## src/rtl/dda_sample_fifo.sv

```systemverilog
// Decimating capture stage for the dda integrator: keeps one (t, y) sample per DECIM steps
// in a first-word-fall-through FIFO and counts samples lost while the buffer is full.
module dda_sample_fifo #(
    parameter int WIDTH = 32,
    parameter int DEPTH = 8,
    parameter int DECIM = 64
) (
    input  logic                       clk,
    input  logic                       reset,
    input  logic                       in_valid,
    input  logic [WIDTH-1:0]           t_in,
    input  logic [WIDTH-1:0]           y_in,
    output logic                       out_valid,
    input  logic                       out_ready,
    output logic [WIDTH-1:0]           out_t,
    output logic [WIDTH-1:0]           out_y,
    output logic [$clog2(DEPTH):0]     count,
    output logic                       overflow,
    output logic [15:0]                dropped,
    input  logic                       clear_ovf
);

    localparam int AW = $clog2(DEPTH);
    localparam int CW = AW + 1;
    localparam int DW = (DECIM > 1) ? $clog2(DECIM) : 1;
    localparam logic [DW-1:0] DCNT_LAST = DW'(DECIM - 1);
    localparam logic [CW-1:0] COUNT_FULL = CW'(DEPTH);

    logic [DW-1:0]          dcnt;
    logic [AW-1:0]          wr_ptr;
    logic [AW-1:0]          rd_ptr;
    logic [2*WIDTH-1:0]     mem [DEPTH];

    logic capture;
    logic full;
    logic pop;
    logic push;
    logic drop;

    // out_valid comes from the registered count only, never from out_ready
    assign out_valid = (count != '0);
    assign full      = (count == COUNT_FULL);
    assign capture   = in_valid && (dcnt == DCNT_LAST);
    assign pop       = out_valid && out_ready;
    assign push      = capture && (!full || pop);
    assign drop      = capture && full && !pop;

    assign out_t = mem[rd_ptr][2*WIDTH-1:WIDTH];
    assign out_y = mem[rd_ptr][WIDTH-1:0];

    always_ff @(posedge clk) begin
        if (push) begin
            mem[wr_ptr] <= {t_in, y_in};
        end
    end

    always_ff @(posedge clk or negedge reset) begin
        if (!reset) begin
            dcnt     <= '0;
            wr_ptr   <= '0;
            rd_ptr   <= '0;
            count    <= '0;
            overflow <= 1'b0;
            dropped  <= '0;
        end else begin
            if (in_valid) begin
                dcnt <= (dcnt == DCNT_LAST) ? '0 : dcnt + 1'b1;
            end
            if (push) begin
                wr_ptr <= wr_ptr + 1'b1;
            end
            if (pop) begin
                rd_ptr <= rd_ptr + 1'b1;
            end
            case ({push, pop})
                2'b10:   count <= count + 1'b1;
                2'b01:   count <= count - 1'b1;
                default: count <= count;
            endcase
            // a clear wins over a drop landing on the same edge
            if (clear_ovf) begin
                overflow <= 1'b0;
                dropped  <= '0;
            end else if (drop) begin
                overflow <= 1'b1;
                if (dropped != 16'hFFFF) begin
                    dropped <= dropped + 1'b1;
                end
            end
        end
    end

endmodule

```

## config.mk

```make
export PLATFORM = sky130hd
export DESIGN_NAME = dda_sample_fifo
export DESIGN_NICKNAME = d
export VERILOG_FILES = /design/src/rtl/dda_sample_fifo.sv
export SDC_FILE = /design/constraint.sdc
export NUM_CORES = 1
export LEC_CHECK = 0
export CORE_MARGIN = 5
export CORE_UTILIZATION = 63
export DETAILED_ROUTE_END_ITERATION = 6
export PLACE_DENSITY = 0.93
export SLEW_MARGIN = 30
export SYNTH_ARGS = -nofsm -noshare
export SYNTH_HDL_FRONTEND = slang
export SYNTH_SLANG_ARGS = --single-unit
```

## constraint.sdc

```tcl
create_clock -name clk -period 19.5 [get_ports clk]
set_input_delay 1.95 -clock clk [delete_from_list [all_inputs] [get_ports clk]]
set_output_delay 1.95 -clock clk [all_outputs]
set_load 0.03 [all_outputs]
```

== Word-level counts from Yosys, hierarchy flattened ==
Memories as Yosys holds them, arrays and structs flattened.
Cells that the tools add are included.

* Memory bits (writable): 512
* Word-level logic and storage cells: 40
* Bits in read-only memories: 0
* Bits of input ports: 69
* Output and inout port bits: 86
* Latch bits: 0
* Register bits: 33
* Memories: 1

{| class="wikitable"
|+ Memories
! name !! words !! bits a word !! rd ports !! clocked after Yosys merged registers in !! write ports !! RTL line !! text
|-
| mem || 8 || 64 || 1 || 0 || 1 || 32 || <nowiki>logic [2*WIDTH-1:0] mem [DEPTH];</nowiki>
|}

* Divide/modulo/power cells: 0
* Bitwise logic cells: 0
* Shift-type cells: 0
* Eq/ne operators: 5
* Multiplexer cells: 9
* $lt $le $gt $ge: 0
* Reduce and logical (&&, ||, !) cells: 13
* $mul: 0
* $add $sub $neg: 6

{| class="wikitable"
|+ Operators by type and width
! operator !! number
|-
| $mux W16 || 3
|-
| $add A16 B1 Y16 const B || 1
|-
| $ne A16 B16 Y1 const B || 1
|-
| $pmux W4 S2 || 1
|-
| $add A3 B1 Y3 const B || 2
|-
| $add A6 B1 Y6 const B || 1
|-
| $eq A6 B6 Y1 const B || 1
|-
| $mux W6 || 1
|-
| $reduce_bool A2 Y1 || 3
|-
| $logic_and A1 B1 Y1 || 5
|-
| $add A4 B1 Y4 const B || 1
|-
| $eq A4 B4 Y1 const B || 1
|-
| $mux W1 || 4
|-
| $reduce_bool A4 Y1 || 1
|-
| $sub A4 B1 Y4 const B || 1
|-
| $eq A2 B1 Y1 const B || 1
|-
| $eq A2 B2 Y1 const B || 1
|-
| $logic_not A1 Y1 || 2
|-
| $reduce_and A2 Y1 || 1
|-
| $logic_or A1 B1 Y1 || 1
|}

== Depth between registers and ports, before layout ==
Gate-level depths: netlist (run 1).

* Depth after elaboration: 6
* Gate-level depth with buffers: 9
* Gate-level depth less buffers: 9

== Least setup slack after synthesis (run 1) ==
No wires, ideal clock.

* Path type: input port to flip-flop
* Start: input port in_valid
* End: memory mem[4][0] (netlist bit), enable pin
* Data required time: 18,833 ps
* Arrival: 9,177 ps
* Setup slack: 9,656 ps
* Library setup time: 667 ps
* Stages: 4
* Cells stage by stage: and4_4 and2_1 nand2_1 nor4b_1

* Word-level cells in the longest chain between the ends: 4

{| class="wikitable"
|+ RTL lines
! element !! RTL line !! text
|-
| start, declared || 10 || <nowiki>input logic in_valid,</nowiki>
|-
| $logic_and A1 B1 Y1 || 43 || <nowiki>assign capture = in_valid && (dcnt == DCNT_LAST);</nowiki>
|-
| $logic_and A1 B1 Y1 || 45 || <nowiki>assign push = capture && (!full || pop);</nowiki>
|-
| $mux W1 || 52 || <nowiki>if (push) begin</nowiki>
|-
| $mux W1 (not written as such) || 53 || <nowiki>mem[wr_ptr] <= {t_in, y_in};</nowiki>
|-
| end, declared || 32 ||
|}

No other way between the ends.

== Worst setup path in the final report (run 1) ==
* Start: register rd_ptr[0]
* End: output port out_y[25]

* Word-level cells in the longest chain between the ends: 1

{| class="wikitable"
|+ RTL lines
! element !! RTL line !! text
|-
| start, declared || 31 || <nowiki>logic [AW-1:0] rd_ptr;</nowiki>
|-
| start signal, assigned || 73 || <nowiki>rd_ptr <= rd_ptr + 1'b1;</nowiki>
|-
| $mem_v2 Z8 W64 || - ||
|-
| end, declared || 16 || <nowiki>output logic [WIDTH-1:0] out_y,</nowiki>
|}

No other way between the ends.

==> results of run 1 <==
[cell families after synthesis]
family	count (synthesis)	share of synthesized area
compound gates	18	0.00540
xor+xnor	22	0.00923
fa+ha+maj	5	0.00300
buf+inv	42	0.00833
flops	545	0.776
mux	195	0.174
simple gates	90	0.0236
[per-layer routing]
layer,vias to the layer above,GRT usage,wire (um),share of wire
met5,-,0,61,0.0014
met4,8,0.0702,1160,0.026
met3,83,0.0511,3210,0.072
met2,410,0.423,23300,0.53
met1,5221,0.326,16500,0.37
li1,4243,-,-,-
[cell type report]
class | instances | area [um2]
diodes | 4 | 10.0
clock buffers | 67 | 1400
clock inverters | 28 | 215
fillers | 1605 | 7960
inverters | 2 | 7.51
multi-input cells | 330 | 4540
flip-flops and latches | 545 | 16200
well taps | 442 | 553
repair buffers | 176 | 1720
[cell usage in the layout, fill, tap and decap left out, types with 3 or more instances in the layout]
cell type,instances
edfxtp_1,512
clkdlybuf4s50_1,154
mux4_2,128
mux2_2,66
clkbuf_16,53
dfrtp_1,30
nor2_1,20
xnor2_1,20
buf_4,19
nand2_1,18
clkbuf_1,12
clkinv_1,11
nand3_1,10
clkinv_2,10
a21oi_1,8
nor4_1,7
nand4_1,6
nor3_1,5
ha_1,5
diode_2,4
o21ai_0,4
and3_1,3
bufinv_16,3
buf_6,3
dfrtp_4,3
[state kept, by name, indices dropped and copies added, names as in the netlist]
| name | count |
|---|---|
| mem | 512 |
| rd_ptr | 3 |
| count | 4 |
| dcnt | 6 |
| dropped | 16 |
| overflow | 1 |
| wr_ptr | 3 |
[through the flow]
step | total power [mW] | std cells
3_3_place_gp | 2.41 | 1495
4_1_cts | 3.40 | 1590
6_report | 3.37 | 1594
5_1_grt | 3.50 | 1592
3_5_place_dp | 2.43 | 1495
2_1_floorplan | 2.09 | 917
[how the worst min path moves through the flow]
stage	to	slack (ns)
3_5_place_dp	dcnt[4]$_DFFE_PN0P_	0.47
3_3_place_gp	dcnt[4]$_DFFE_PN0P_	0.46
2_1_floorplan	dcnt[4]$_DFFE_PN0P_	0.45
6_report	dcnt[4]$_DFFE_PN0P_	0.49
5_1_grt	dcnt[4]$_DFFE_PN0P_	0.50
4_1_cts	dcnt[4]$_DFFE_PN0P_	0.48
[report_power, final]
part	internal [mW]	switching (mW)	leakage (nW)	total (mW)
clock network	0.545	0.404	0.794	0.949
logic	0.526	0.517	2.05	1.04
registers	1.30	0.0780	5.03	1.37
[critical path, cell delays in order (launching register included)]
cell and delay, ns:
dfrtp_4 0.75, buf_6 0.65, buf_6 0.68, mux4_2 0.61, mux2_2 0.30, clkdlybuf4s50_1 0.64
==> reports/metrics.csv, run 1 <==
stage;metric;value;unit
status;status;complete, no violations;
timing;RSZ-0062 raised after global routing;no;
min_path;worst hold path depth;1;
place;I/O Buffers;154;
floorplan;die height;192;um
global_routing;largest net degree at the start of global routing;71;
timing;Max Slew Vio Count;0;
timing;post-route setup slack;13.33;ns
clock_tree;Inserted Clock Buffers;52;
floorplan;row count;66;
floorplan;I/O pin cnt;155;
min_path;Hold Crit Class;flip-flop to flip-flop;
logic_synthesis;syn_area_per_cell;22.8;um2
timing;Slew @ Worst Pin;0.912;ns
worst_setup_path;crit path from;rd_ptr[0]$_DFFE_PN0P_;
logic_synthesis;ys flop type;edfxtp_1;
worst_setup_path;crit path to;out_y[25];
worst_setup_path;critical path peak fanout;55;
logic_synthesis;Netlist cell types;38;
timing;WHS;0.487;ns
power_and_ir_drop;Power per Cell Area;137;nW/um2
timing;Period minus WS final;6.17;ns
logic_synthesis;top-count cell post-synth;edfxtp_1;
timing;Hold Vio Cnt, Final;0;
clock_tree;CTS root buf;clkbuf_16;
power_and_ir_drop;worst vdd ir;0.0909;mV
route;drt pass-1 iters;5;
route;vias per cell;6.25;
timing;TNS Setup;0;ns
worst_setup_path;CP startpoint kind;flip-flop;
worst_setup_path;launching point of the worst reg2reg path;dcnt[0]$_DFFE_PN0P_;
clock_tree;CTS hold repair buffers;0;
clock_tree;CTS tree;done;
floorplan;area of the core;32600;um2
run;max_cap viols;0;
logic_synthesis;Post-synth EDFFs;512;
worst_setup_path;reg-to-reg endpoint;mem[1][24]$_DFFE_PP_;
logic_synthesis;Yosys top cell by area;edfxtp_1;
worst_setup_path;WS Path Type;flip-flop to output port;
layout;Area growth, synth to finish;18.1;%
timing;fmax;0.162;GHz
timing;Setup Skew;0.0174;ns
logic_synthesis;Seq/Total Area, Yosys;0.776;
clock_tree;post-CTS setup buffer count;0;
logic_synthesis;register bit count reported by yosys;545;
timing;final worst path period share;0.316;
logic_synthesis;YS warnings;0;
floorplan;Die W;192;um
global_routing;GRT overflow;0;
clock_tree;Clk pin slew, worst setup/hold paths;0.06;ns
layout;fraction of layout cells with a size suffix above 1;0.265;
place;placed inst area;23000;um2
logic_synthesis;FFs w/ async S/R, synth;0.0606;
global_routing;number of global-route vias before repair;10926;
layout;fin area;24700;um2
route;WL final;44200;um
route;Antenna Violating Nets Remaining;0;
timing;headroom to the max-slew limit;0.392;
route;Avg WL per Cell;27.8;um
clock_tree;CTS-repair resized insts;0;
logic_synthesis;post-synthesis cell area;20900;um2
clock_tree;Clk Latency, worst-skew pair;0.56;ns
logic_synthesis;Yosys top cell area share;0.737;
min_path;Worst Min Path Start;dcnt[4]$_DFFE_PN0P_;
timing;Setup Viol. Count Final;0;
logic_synthesis;main area contributors after synthesis;edfxtp_1 (74%), mux4_2 (14%), dfrtp_1 (4.0%);
worst_setup_path;Worst Path Required;17.55;ns
clock_tree;clk sink count;545;
global_routing;gr usage total;0.246;
route;total vias in the final route;9965;
worst_setup_path;reg2reg path depth;7;
power_and_ir_drop;Static Leak;7.88;nW
place;RD Place Congestion;0.791;
worst_setup_path;crit end category;output port;
worst_setup_path;Critical Path AT;4.22;ns
logic_synthesis;Mapped Nets;991;
logic_synthesis;most instantiated cells after synthesis;edfxtp_1 (512), mux4_2 (128), mux2_2 (66), dfrtp_1 (33), clkbuf_1 (23);
worst_setup_path;r2r setup slk;16.50;ns
clock_tree;Max clock buf depth;3;
place;Place WS;13.57;ns
layout;final core utilization;0.756;
global_routing;first-pass GRT wire length;67100;um
floorplan;Die Footprint;36900;um2
place;DP Wirelength;23100;um
layout;Layout Nets;1181;
route;DRT iter0 DRCs;962;
route;detailed-route DRC error count;0;
clock_tree;H-Tree Depth;2;
global_routing;initial antenna violation count;6;
floorplan;Initial Utilization;0.640;
logic_synthesis;Synth Instances;917;
(Power assumes the default switching activity.)
==> run 2: changes to the inputs <==
- CORE_UTILIZATION: 63 -> 53
- PLACE_DENSITY: 0.93 -> 0.84
- clock period: 19.5 -> 5.2 ns (I/O delays scaled with it)
==> run 2 against run 1 <==
Effect of this change: sequential cell count is the same; final area grew 0.69%; register-to-register slack lost 14 ns; power grew to 3.8 times the previous value; setup slack lost 12 ns; first-iteration DRC count shrank 25%; sequential power grew to 3.7 times the previous value; utilization shrank 12 points; routed wire length shrank 6.8%; via count shrank 2.6%; sequential share of layout area shrank 0.45 points; non-clock buffer count shrank 7.
==> reports/metrics.csv, run 2 (synthesized netlist as in run 1, its figures left out) <==
stage;metric;value;unit;change
status;status;complete, no violations;;
layout;Area growth, synth to finish;19.0;%;
clock_tree;CTS tree;done;;
route;vias per cell;5.85;;-6.4%
clock_tree;clk sink count;545;;unchanged
power_and_ir_drop;Net Switching;3.75;mW;+280%
floorplan;row count;72;;+9.1%
layout;biggest regs;mem (512), dropped (16), dcnt (6);;
power_and_ir_drop;sequential share of power;0.404;;-0.004
clock_tree;Clk pin slew, worst setup/hold paths;0.06;ns;about the same
clock_tree;H-Tree Depth;2;;unchanged
layout;max reg flops;512;;unchanged
power_and_ir_drop;Power per Cell Area;511;nW/um2;+270%
timing;Slew @ Worst Pin;0.801;ns;-0.111 ns
power_and_ir_drop;clock share of power;0.283;;about the same
power_and_ir_drop;cell internal pwr;8.93;mW;+280%
route;Antenna Violating Nets Remaining;0;;unchanged
timing;Max Slew Vio Count;0;;unchanged
power_and_ir_drop;Combinational Power Share;0.313;;+0.003
layout;Biggest register;mem;;
place;I/O Buffers;154;;unchanged
timing;headroom to the max-slew limit;0.466;;+0.0738
route;drt pass-1 iters;5;;unchanged
layout;area of the multi-input gates;4570;um2;+0.58%
timing;final worst path period share;0.765;;
worst_setup_path;Worst Path Required;4.68;ns;-12.87 ns
clock_tree;CTS hold repair buffers;0;;unchanged
global_routing;number of global-route vias before repair;10464;;-4.2%
clock_tree;Max clock buf depth;3;;unchanged
place;DP Wirelength;21400;um;-7.2%
floorplan;area of the core;38800;um2;+19%
layout;FF/Latch Area;16200;um2;unchanged
layout;Layout Nets;1173;;-0.68%
power_and_ir_drop;Sw Share;0.296;;-0.00115
timing;TNS Setup;0;ns;unchanged
clock_tree;CTS root buf;clkbuf_16;;
global_routing;gr usage total;0.191;;-0.0553
global_routing;GRT overflow;0;;unchanged
route;WL final;41300;um;-6.8%
floorplan;die height;208;um;+8.6%
floorplan;Initial Utilization;0.538;;-0.102
timing;Period minus WS final;3.98;ns;
timing;Hold Vio Cnt, Final;0;;unchanged
clock_tree;Clk Latency, worst-skew pair;0.56;ns;about the same
route;detailed-route DRC error count;0;;unchanged
clock_tree;Inserted Clock Buffers;51;;-1.9%
floorplan;I/O pin cnt;155;;unchanged
route;Avg WL per Cell;24.9;um;-10%
floorplan;Die W;208;um;+8.6%
power_and_ir_drop;worst vdd ir;0.332;mV;+270%
power_and_ir_drop;overall power;12.7;mW;+280%
layout;fraction of layout cells with a size suffix above 1;0.258;;-0.00691
layout;most frequent cells in the layout;edfxtp_1 (512), clkdlybuf4s50_1 (154), mux4_2 (128);;
clock_tree;CTS-repair resized insts;0;;unchanged
global_routing;initial antenna violation count;6;;unchanged
layout;most common cell after layout, fill and taps aside;edfxtp_1;;
global_routing;largest net degree at the start of global routing;97;;+37%
clock_tree;post-CTS setup buffer count;0;;unchanged
timing;Setup Viol. Count Final;0;;unchanged
worst_setup_path;crit end category;output port;;
min_path;Hold Crit Class;input port to async pin;;
worst_setup_path;WS Path Type;flip-flop to output port;;
floorplan;Die Footprint;43400;um2;+18%
run;max_cap viols;0;;unchanged
timing;fmax;0.251;GHz;
timing;Setup Skew;0.0145;ns;-0.00286 ns
layout;Fillers;2448;;+53%
worst_setup_path;CP startpoint kind;flip-flop;;
worst_setup_path;Critical Path AT;3.46;ns;-0.76 ns
timing;RSZ-0062 raised after global routing;no;;
place;RD Place Congestion;0.814;;+2.9%
route;total vias in the final route;9704;;-2.6%
global_routing;first-pass GRT wire length;64000;um;-4.7%
route;DRT iter0 DRCs;718;;-25%
power_and_ir_drop;Static Leak;7.86;nW;-0.20%
worst_setup_path;critical path peak fanout;54;;-1.8%
[run 2: changes by cell type in the layout (fill, tap and decap cells not counted), sizes merged]
| cell | previous run | this run |
|---|---|---|
| clkinv | 22 | 21 |
| clkbuf | 67 | 65 |
| buf | 22 | 15 |
| diode | 4 | 1 |
| bufinv | 3 | 5 |
[run 2: power by group through the flow]
| stage | Combinational (mW) | Clock, mW | Sequential [mW] |
|---|---|---|---|
| final | 3.96 | 3.59 | 5.12 |
| after detailed placement | 3.99 | 0 | 5.23 |
| after global routing | 4.20 | 3.86 | 5.15 |
| after CTS | 4.04 | 3.66 | 5.13 |
| after floorplan | 2.81 | 0 | 5.03 |
| after global placement | 3.87 | 0 | 5.28 |
[run 2: layout make-up]
cell class | count | share of cell area
clock inverter | 29 | 0.0113
tap | 518 | 0.0261
antenna | 1 | 0.000101
clock buffer | 65 | 0.0535
sequential | 545 | 0.653
multi-input combinational | 330 | 0.184
inverter | 2 | 0.000302
timing repair buffer | 169 | 0.0716
[run 2: metrics by stage]
stage / area (um2) / utilization / cells / setup slack (ns) / hold slack [ns]
after floorplan: 20900 / - / 917 / -1.40 / 0.224
after global placement: 23100 / 0.596 / 1562 / 1.69 / 0.476
after detailed placement: 23200 / 0.598 / 1564 / 1.77 / 0.481
after CTS: 24800 / 0.639 / 1658 / 1.14 / 0.356
after global routing: 24800 / 0.639 / 1658 / 0.973 / 0.389
final: 24800 / 0.639 / 1659 / 1.22 / 0.373
[run 2: per-layer routing]
layer,wire [um],vias up,track usage
met4,752,10,0.0446
li1,-,4229,-
met5,57,-,0
met1,16600,5049,0.266
met3,3180,58,0.0505
met2,20700,358,0.309
[run 2: critical path, stage by stage (launching register included)]
cell and delay (ns):
dfrtp_4 0.86, buf_12 0.45, mux4_2 0.56, mux2_2 0.29
clkdlybuf4s50_1 0.68
[run 2: worst paths after layout]
path / start / cells past startpoint / to / slack [ns]
worst max-delay path: rd_ptr[0]$_DFFE_PN0P_ / 4 / out_t[25] / 1.22
worst max register to register: dcnt[0]$_DFFE_PN0P_ / 8 / mem[5][24]$_DFFE_PP_ / 2.26
worst min register to register: dcnt[5]$_DFFE_PN0P_ / 1 / dcnt[5]$_DFFE_PN0P_ / 0.49
min in group clk: dcnt[5]$_DFFE_PN0P_ / 1 / dcnt[5]$_DFFE_PN0P_ / 0.49
worst min-delay path: reset / 2 / overflow$_DFFE_PN0P_ / 0.37
max in group asynchronous: reset / 2 / rd_ptr[0]$_DFFE_PN0P_ / 4.49
==> patch: new RTL, flow settings as in run 2 <==
`DEPTH`: 8 -> 4.
--- a/src/rtl/dda_sample_fifo.sv
+++ b/src/rtl/dda_sample_fifo.sv
@@ -2,7 +2,7 @@
 // in a first-word-fall-through FIFO and counts samples lost while the buffer is full.
 module dda_sample_fifo #(
     parameter int WIDTH = 32,
-    parameter int DEPTH = 8,
+    parameter int DEPTH = 4,
     parameter int DECIM = 64
 ) (
     input  logic                       clk,
Ports: changed (resized count); port bits go from 155 to 154. The function was not compared with the original's and may differ.
==> patch against run 2 <==
  * Via count is 43% lower
  * First-iteration DRC count is 53% lower
  * Sequential cell count is 259 lower
  * Synthesized area is 48% lower
  * Power is 48% lower
  * Die area is 46% lower
  * Critical path depth is 1 lower
  * Wire length is 47% lower
  * Sequential share of layout area is 3.2 points lower
  * Final area is 45% lower
  * Worst setup slack better by 0.36 ns
  * Largest power group unchanged
==> patch: results (changes against run 2) <==
| Metric | Value |
|---|---|
| Vias/cell | `5.795 (was 5.849)` |
| Status | `finished, final reports clean (unchanged)` |
| Clk_lat worst skew | `0.52 ns (was 0.56 ns)` |
| Post-CTS sizing | `0 (unchanged)` |
| HPWL Detailed | `13600 um (was 21420 um)` |
| Critical Path Fanout Max | `31 (was 54)` |
| # fillers | `1289 (was 2448)` |
| Final Wtd Congestion | `0.8218 (was 0.8139)` |
| Asr flop ratio synth | `10.49% (was 6.055%)` |
| Final WL | `21880 um (was 41260 um)` |
| Crit path DAT | `3.09 ns (was 3.46 ns)` |
| Antenna Cells | `0 (was 1)` |
| Initial antenna violation count | `1 (was 6)` |
| IO buf count | `153 (was 154)` |
| Number of global-route vias before repair | `5991 (was 10460)` |
| DRT iter0 DRCs | `336 (was 718)` |
| Num CTS Buffers | `27 (was 51)` |
| Unique masters post-synth | `43 (was 38)` |
| Largest regs | `mem: 256 flops, dropped: 16 flops, dcnt: 6 flops (was mem: 512 flops, dropped: 16 flops, dcnt: 6 flops)` |
| Largest net degree at the start of global routing | `65 (was 97)` |
| WHS | `0.3988 ns (was 0.3732 ns)` |
| Htree depth | `1 (was 2)` |
| Layout Nets | `748 (was 1173)` |
| Post-synth EDFFs | `256 (was 512)` |
| First-pass GRT wire length | `34040 um (was 63980 um)` |
| Synth area leaders | `edfxtp_1, mux4_2, dfrtp_1, ha_1, o31ai_1 (was edfxtp_1, mux4_2, dfrtp_1, mux2_2, xnor2_1)` |
| Syn Nets | `582 (was 991)` |
| RR Endpoint | `mem[0][39]$_DFFE_PP_ (was mem[5][24]$_DFFE_PP_)` |
| Root buffer cell | `clkbuf_16 (unchanged)` |
| Ys flop type | `edfxtp_1 (unchanged)` |
| Worst r2r path cells | `4 (was 8)` |
| Clock skew | `0.009166 ns (was 0.01450 ns)` |
| Worst VDD drop | `0.2842 mV (was 0.3321 mV)` |
| Share of cells above drive strength 1 | `17.77% (was 25.79%)` |
-- patch: how the worst max path moves through the flow --
stage / startpoint / endpoint / slack, ns / cells after the start
final: rd_ptr[0]$_DFFE_PN0N_ / out_y[3] / 1.59 / 3
after global routing: rd_ptr[0]$_DFFE_PN0N_ / out_y[3] / 1.38 / 3
after CTS: rd_ptr[0]$_DFFE_PN0N_ / out_y[3] / 1.47 / 3
after detailed placement: in_valid / mem[1][40]$_DFFE_PP_ / 1.71 / 4
after global placement: in_valid / mem[1][40]$_DFFE_PP_ / 1.84 / 4
after floorplan: in_valid / mem[0][0]$_DFFE_PP_ / 1.85 / 4
-- patch: cells by family after synthesis --
family | count (synthesis) | synth area share (%)
and+or+nand+nor | 72 | 4.261
xor gates and xnor gates | 9 | 0.7217
muxes | 67 | 13.48
buffers and inverters | 30 | 1.352
AOI/OAI and AO/OA | 35 | 2.062
DFF | 286 | 77.25
adders and majority gates | 7 | 0.8706
-- patch: worst max-delay path: stages, from the launching register on --
cell and delay [ns]:
dfrtp_4 0.83, buf_4 0.48, mux4_2 0.61, clkdlybuf4s50_1 0.62
-- patch: per-stage QoR --
stage / std cells / power [mW] / util (%) / worst slack [ns] / instance area [um2]
after floorplan: 506 / 4.060 / - / 1.848 / 10920
after global placement: 911 / 4.813 / 62.86 / 1.844 / 12720
after detailed placement: 911 / 4.857 / 62.87 / 1.713 / 12720
after CTS: 960 / 6.669 / 66.95 / 1.473 / 13550
after global routing: 962 / 6.858 / 67.17 / 1.378 / 13590
final: 962 / 6.593 / 67.17 / 1.587 / 13590
-- patch: final cells by class --
cell class              instances  area share (%)
clock inverters                17          0.9575
clock buffers                  32           5.110
well taps                     270           2.486
repair buffers                159           11.77
multi-input cells             190           17.31
flip-flops and latches        286           62.14
inverters                       8          0.2210
-- patch: where the power goes --
| part | switching (mW) | leakage, nW | internal (mW) |
|---|---|---|---|
| logic | 1.03 | 1.35 | 0.988 |
| clock network | 0.797 | 0.391 | 1.01 |
| registers | 0.207 | 2.68 | 2.56 |
| total | 2.03 | 4.43 | 4.56 |
-- patch: layer usage --
| layer | up-vias | share of wire (%) | GRT usage [%] |
|---|---|---|---|
| met5 | - | 0.059 | 0 |
| met4 | 2 | 1.7 | 4.373 |
| met3 | 31 | 7.3 | 3.991 |
| met2 | 227 | 53 | 32.76 |
| met1 | 2863 | 38 | 23.37 |
| li1 | 2452 | - | - |
